[src/rtl/vga_top.sv]
`default_nettype none
// -----------------------------------------------------------------------------
// vga_top : 640x480@60 VGA sync generator with a two-colour checkerboard.
// Optional macro COLOUR_CYCLE_EN: the FG tile colour steps by one per frame.
// Rev 1.0
// -----------------------------------------------------------------------------
module vga_top #(
  parameter int         CLK_DIV   = 4,
  parameter int         H_VISIBLE = 640,
  parameter int         H_FP      = 16,
  parameter int         H_SYNC    = 96,
  parameter int         H_BP      = 48,
  parameter int         V_VISIBLE = 480,
  parameter int         V_FP      = 10,
  parameter int         V_SYNC    = 2,
  parameter int         V_BP      = 33,
  parameter int         TILE_LOG2 = 4,
  parameter logic [7:0] FG_COLOUR = 8'hFF,
  parameter logic [7:0] BG_COLOUR = 8'h03
) (
  input  logic       CLK,
  input  logic       RESET,
  output logic       VGA_HS,
  output logic       VGA_VS,
  output logic [7:0] VGA_COLOUR
);

  localparam int H_TOTAL = H_VISIBLE + H_FP + H_SYNC + H_BP;
  localparam int V_TOTAL = V_VISIBLE + V_FP + V_SYNC + V_BP;
  localparam int DIV_W   = (CLK_DIV > 1) ? $clog2(CLK_DIV) : 1;
  localparam int H_W     = $clog2(H_TOTAL);
  localparam int V_W     = $clog2(V_TOTAL);

  localparam logic [DIV_W-1:0] DIV_LAST     = DIV_W'(CLK_DIV - 1);
  localparam logic [H_W-1:0]   H_LAST       = H_W'(H_TOTAL - 1);
  localparam logic [V_W-1:0]   V_LAST       = V_W'(V_TOTAL - 1);
  localparam logic [H_W-1:0]   H_VIS_END    = H_W'(H_VISIBLE);
  localparam logic [V_W-1:0]   V_VIS_END    = V_W'(V_VISIBLE);
  localparam logic [H_W-1:0]   H_SYNC_FIRST = H_W'(H_VISIBLE + H_FP);
  localparam logic [H_W-1:0]   H_SYNC_LAST  = H_W'(H_VISIBLE + H_FP + H_SYNC - 1);
  localparam logic [V_W-1:0]   V_SYNC_FIRST = V_W'(V_VISIBLE + V_FP);
  localparam logic [V_W-1:0]   V_SYNC_LAST  = V_W'(V_VISIBLE + V_FP + V_SYNC - 1);

  logic [DIV_W-1:0] div_q, div_d;
  logic [H_W-1:0]   hcount_q, hcount_d;
  logic [V_W-1:0]   vcount_q, vcount_d;
  logic             hs_q, hs_d;
  logic             vs_q, vs_d;
  logic [7:0]       colour_q, colour_d;

  logic             pix_en;
  logic             h_wrap;
  logic             v_wrap;
  logic             in_visible;
  logic             tile_sel;
  logic [7:0]       fg_colour;

  assign pix_en     = (div_q == DIV_LAST);
  assign h_wrap     = (hcount_q == H_LAST);
  assign v_wrap     = (vcount_q == V_LAST);
  assign in_visible = (hcount_q < H_VIS_END) && (vcount_q < V_VIS_END);
  assign tile_sel   = hcount_q[TILE_LOG2] ^ vcount_q[TILE_LOG2];

  always_comb begin
    div_d = pix_en ? '0 : div_q + DIV_W'(1);
  end

  always_comb begin
    hcount_d = hcount_q;
    vcount_d = vcount_q;
    if (pix_en) begin
      hcount_d = h_wrap ? '0 : hcount_q + H_W'(1);
      if (h_wrap) begin
        vcount_d = v_wrap ? '0 : vcount_q + V_W'(1);
      end
    end
  end

  // Outputs are computed from the current counters, so they lag them by one pixel.
  always_comb begin
    hs_d     = hs_q;
    vs_d     = vs_q;
    colour_d = colour_q;
    if (pix_en) begin
      hs_d     = !((hcount_q >= H_SYNC_FIRST) && (hcount_q <= H_SYNC_LAST));
      vs_d     = !((vcount_q >= V_SYNC_FIRST) && (vcount_q <= V_SYNC_LAST));
      colour_d = in_visible ? (tile_sel ? fg_colour : BG_COLOUR) : 8'h00;
    end
  end

`ifdef COLOUR_CYCLE_EN
  logic [7:0] fg_q, fg_d;

  always_comb begin
    fg_d = fg_q;
    if (pix_en && h_wrap && v_wrap) begin
      fg_d = fg_q + 8'd1;
    end
  end

  always_ff @(posedge CLK or negedge RESET) begin
    if (!RESET) begin
      fg_q <= FG_COLOUR;
    end else begin
      fg_q <= fg_d;
    end
  end

  assign fg_colour = fg_q;
`else
  assign fg_colour = FG_COLOUR;
`endif

  always_ff @(posedge CLK or negedge RESET) begin
    if (!RESET) begin
      div_q    <= '0;
      hcount_q <= '0;
      vcount_q <= '0;
      hs_q     <= 1'b1;
      vs_q     <= 1'b1;
      colour_q <= 8'h00;
    end else begin
      div_q    <= div_d;
      hcount_q <= hcount_d;
      vcount_q <= vcount_d;
      hs_q     <= hs_d;
      vs_q     <= vs_d;
      colour_q <= colour_d;
    end
  end

  assign VGA_HS     = hs_q;
  assign VGA_VS     = vs_q;
  assign VGA_COLOUR = colour_q;

endmodule
`default_nettype wire

[config.mk]
export PLATFORM = sky130hd
export DESIGN_NAME = vga_top
export DESIGN_NICKNAME = d
export VERILOG_FILES = /design/src/rtl/vga_top.sv
export SDC_FILE = /design/constraint.sdc
export NUM_CORES = 1
export LEC_CHECK = 0
export CORE_MARGIN = 2
export CORE_UTILIZATION = 50
export DETAILED_ROUTE_END_ITERATION = 6
export PLACE_DENSITY = 0.73
export SLEW_MARGIN = 20
export SYNTH_ARGS = -nofsm -noshare
export SYNTH_HDL_FRONTEND = slang
export SYNTH_SLANG_ARGS = --single-unit
[constraint.sdc]
create_clock -name CLK -period 1.6 [get_ports CLK]
set_input_delay 0.48 -clock CLK [delete_from_list [all_inputs] [get_ports CLK]]
set_output_delay 0.48 -clock CLK [all_outputs]
set_load 0.01 [all_outputs]
# Word level (Yosys, flattened, before mapping)
# Cells that the tools add are included.
# word_totals
output_inout_bits	10
input_bits	2
register_bits	32
# classes
mux	5
bitwise	1
n_lt_le_gt_ge	6
addsub	3
n_eq_ne	3
n_reduce_logical	6
# ops
op	n
adder 10 x 1 -> 10 bit, second input constant	2
== test 10 bit, second input constant	2
2-to-1 mux 10 bit	2
2-to-1 mux 8 bit	2
>= comparator 10 bit, second input constant	1
>= comparator 10 x 9 -> 1 bit, second input constant	1
<= comparator 10 bit, second input constant	1
<= comparator 10 x 9 -> 1 bit, second input constant	1
< comparator 10 bit, second input constant	1
< comparator 10 x 9 -> 1 bit, second input constant	1
logical AND 1 bit	3
adder 2 x 1 -> 2 bit, second input constant	1
== test 2 bit, second input constant	1
logical NOT 1 bit	2
2-to-1 mux 2 bit	1
AND reduction 2 bit	1
bitwise XOR 1 bit	1

# Depth between registers and ports, before layout
# logic_depth
word_depth	3
mapped_depth	7
ltp_nobuf	6

# Worst setup path after synthesis
# No wires, ideal clock.
# synth_path
path_kind	flip-flop to flip-flop
startpoint	register div_q[0]
endpoint	register vcount_q[9]
required_ns	1.513
arrival_time_ns	1.635
synth_period_minus_slack_ns	1.722
n_path_buf	1
path_stages_with_launch	7
path_slack_ns	-0.122
path_cell_list	dfrtp_1 > ha_1 > and4_1 > buf_4 > nand3_4 > or4_1 > a22oi_1
# synth_between
elab_chain_len	2
# synth_lines
item	line_no	rtl
start, declared	44	logic [DIV_W-1:0] div_q, div_d;
start signal, assigned	123	div_q <= div_d;
== test 2 bit	58	assign pix_en = (div_q == DIV_LAST);
AND reduction 2 bit (no line)	--	
end signal, assigned	125	vcount_q <= vcount_d;
end, declared	46	logic [V_W-1:0] vcount_q, vcount_d;
# Every way passes these cells.
# A chain may end at the register's enable or synchronous reset.

# Final worst setup path
# layout_path
startpoint	register vcount_q[0]
endpoint	register vcount_q[4]
# layout_between
elab_chain_len	2
# layout_lines
item	line_no	rtl
adder 10 x 1 -> 10 bit / == test 10 bit (equally long branches)	74, 60	
2-to-1 mux 10 bit *	74	vcount_d = v_wrap ? '0 : vcount_q + V_W'(1);
# Mark *: on every way between the ends. The rest lies on a longest branch, timed or not.

==> flow_metrics.py <==
metrics = {
    "setup_path": {
        "path_cells": "inv_2, ha_1, or3b_4, nor4_4, buf_4, nor3_1, a21o_1",
        "worstPathArrival_ns": 1.91,
        "reg2reg_to": "vcount_q[4]",
        "cp.buffers_inverters": 2,
        "critPathLaunchType": "flop",
        "reg2reg_slack_ns": -0.08,
        "worstReg2RegStart": "vcount_q[0]",
        "worstSetupPathType": "reg -> reg",
        "worstPathMaxFanout": 4,
        "r2r_cells": 7,
        "crit_family": "simple AND/OR/NAND/NOR gates",
        "cpPeakStageDelay_ns": 0.42,
        "required_ns": 1.83,
        "cp-end-kind": "flop",
        "slowest_stage": "dfrtp_1",
    },
    "timing": {
        "tns_ns": -0.238,
        "hold_viol_final": 0,
        "rsz0062_at_grt": "yes",
        "finalHoldWorstSlack_ns": 0.490,
        "slew_headroom_pct": 76.6,
        "finalCritPeriodShare_pct": 105,
        "tightest_slew_ns": 0.350,
        "setup_slack_ns": -0.0824,
        "setup_viol": 4,
        "period_minus_slack_ns": 1.68,
        "final_max_slew_viol_count": 0,
        "max_freq_mhz": 594,
        "finClkSkew_ns": 0.00115,
    },
    "final_layout": {
        "drive_gt1_share_pct": 28.5,
        "multiInputGateArea_um2": 663,
        "syn2layout_area_growth_pct": 21.9,
        "n_antenna_cell": 0,
        "fin_util_pct": 65.7,
        "fin_nets": 166,
        "fillers": 199,
        "seq_area_um2": 653,
    },
    "synth": {
        "seq_area_frac_synth_pct": 47.6,
        "syn_area_um2": 1370,
        "yosys_warnings": 0,
        "avgSynthCellArea_um2": 10.4,
        "synth_cells": 132,
        "ys.flop_type": "dfrtp_1",
        "yosysUniqueCellTypes": 38,
        "syn_nets": 139,
        "async_reset_ff_share_pct": 100,
        "synth_edf_count": 0,
        "ys_seq_elements": 26,
    },
    "clock_network": {
        "ctsRootBufferMaster": "clkbuf_4",
        "clockBufferDepth": 2,
        "clock_latency_ns": 0.31,
        "numCtsBuffers": 3,
        "cts_tree": "built",
        "clk_pin_slew_worst_paths_ns": 0.14,
        "htree_levels": 1,
        "cts_sinks": 26,
    },
    "floorplan": {
        "num_rows": 18,
        "io_pins": 12,
        "fp.dieArea_um2": 3180,
        "die_w_um": 56.4,
        "fp.dieH_um": 56.4,
        "core-area_um2": 2540,
        "start_util_pct": 53.9,
    },
    "grt": {
        "grt_max_degree": 27,
        "antenna_found_initial": 0,
        "grt_pass1_vias": 1025,
        "grtUsageMet3_pct": 2.53,
        "gr-usage-all-layers_pct": 18.4,
        "grtUsageMet1_pct": 24.4,
        "met2_usage_pct": 30.6,
        "grt_overflow": 0,
        "grt_pass1_wl_um": 4660,
        "grt.busiest_layer": "met2",
    },
    "drt": {
        "route.detailed.drc": 0,
        "drt-vias-per-instance": 5.47,
        "drt-total-wl_um": 2580,
        "wl_per_cell_um": 13.7,
        "num_vias": 1028,
        "firstDrtPassIters": 4,
        "drtIter0Drc": 24,
        "drtAntennaViolNets": 0,
    },
    "placed_design": {
        "post-dp-hpwl_um": 1880,
        "port_buffers": 11,
        "place_congestion": 0.827,
        "post-place-ws_ns": -0.0782,
    },
    "status": {
        "status": "finished with violations",
        "failed_checks": "setup timing",
    },
    "power": {
        "pwr_density_cell_nw_per_um2": 603,
        "power.leakage_uw": 0.000790,
        "ir_worst_vdd_v": 0.000396,
    },
    "min_path": {
        "worst_hold_path_type": "in -> async",
    },
    "job": {
        "max-cap-violations": 0,
    },
}
==> placed cells by master, fill, tap and decap left out, types with 3 or more instances in the layout <==
cell type	count
a21oi_1	4
and3_1	5
buf_2	3
buf_4	21
clkbuf_4	3
dfrtp_1	24
dlygate4sd2_1	5
ha_1	3
inv_1	6
nand2_1	5
nand3_1	7
nand4_1	6
nor2_1	6
o21ai_0	7
xnor2_1	7
xor2_1	4
==> cell type report <==
| type | count | share of cell area [%] |
|---|---|---|
| sequential | 26 | 39.0 |
| clock buffer | 4 | 2.17 |
| multi-input combinational | 88 | 39.6 |
| timing repair buffer | 33 | 15.3 |
| tap | 30 | 2.24 |
| inverter | 7 | 1.57 |
==> worst register-to-register path: stages, from the launching register on <==
cell and delay, ns:
dfrtp_1 0.42, inv_2 0.06, ha_1 0.13, or3b_4 0.38, nor4_4 0.23, buf_4 0.18, nor3_1 0.04, a21o_1 0.16
==> power by group <==
part | internal, uW | switching [uW] | total (uW)
sequential | 657 | 0 | 657
clock | 139 | 193 | 332
combinational | 7.13 | 13.1 | 20.2
total | 804 | 206 | 1010
==> cells in the mapped netlist, types with 2 or more instances <==
library cell / n / area [um2]
xor2_1: 4 / 35.0
nand3_1: 7 / 35.0
and4_1: 2 / 17.5
dfrtp_1: 24 / 601
a22o_1: 2 / 17.5
ha_1: 5 / 62.6
nand4b_1: 2 / 17.5
xnor2_1: 7 / 61.3
buf_4: 8 / 60.1
mux2i_1: 2 / 20.0
inv_1: 7 / 26.3
a21o_1: 2 / 15.0
dfstp_2: 2 / 52.6
nand4_1: 6 / 37.5
nor3_1: 3 / 15.0
clkbuf_1: 3 / 11.3
and3_1: 5 / 31.3
a21oi_1: 4 / 20.0
o21ai_0: 8 / 40.0
nand2_1: 5 / 18.8
nor2_1: 7 / 26.3
==> routing by layer <==
layer,wire [um],vias to the layer above
met4,52,0
met2,1160,19
li1,-,515
met1,1290,486
met3,75,8
met5,0,-
==> kinds of logic after synthesis <==
group,after synthesis,synth area share (%)
simple gates,49,22.6
flops,26,47.6
compound gates,20,8.84
buf+inv,18,7.11
xor+xnor,11,7.02
fa+ha+maj,5,4.56
mux,3,2.28
==> flip-flops by register name, indices dropped and copies added, names as in the netlist <==
signal and cells:
VGA_VS 1, VGA_HS 1, div_q 2, VGA_COLOUR 2, hcount_q 10, vcount_q 10
==> worst max path at each step <==
stage                           start           to  slack [ns]  cells past startpoint
after floorplan           vcount_q[0]  vcount_q[0]       -0.03                      6
after global placement    vcount_q[0]  vcount_q[0]       -0.03                      6
after detailed placement  vcount_q[0]  vcount_q[0]       -0.08                      6
after CTS                 vcount_q[0]  vcount_q[4]       -0.09                      7
after global routing      vcount_q[0]  vcount_q[4]       -0.17                      7
final                     vcount_q[0]  vcount_q[4]       -0.08                      7
==> metrics by stage <==
step | total power (uW) | area (um2) | cells
global route | 1050 | 1670 | 188
floorplan | 670 | 1400 | 132
finish | 1010 | 1670 | 188
global placement | 691 | 1630 | 181
detailed placement | 691 | 1630 | 181
CTS | 1020 | 1680 | 188
==> repair_timing <==
action | CTS | global route
buffers inserted | 3 | 0
endpoints found under the setup margin | 17 | 9
pin swaps | 0 | 2
hold buffers | 0 | 0
endpoints found under the hold margin | 0 | 0
gates resized for setup | 25 | 7
Power figures use the tool's default switching activity.
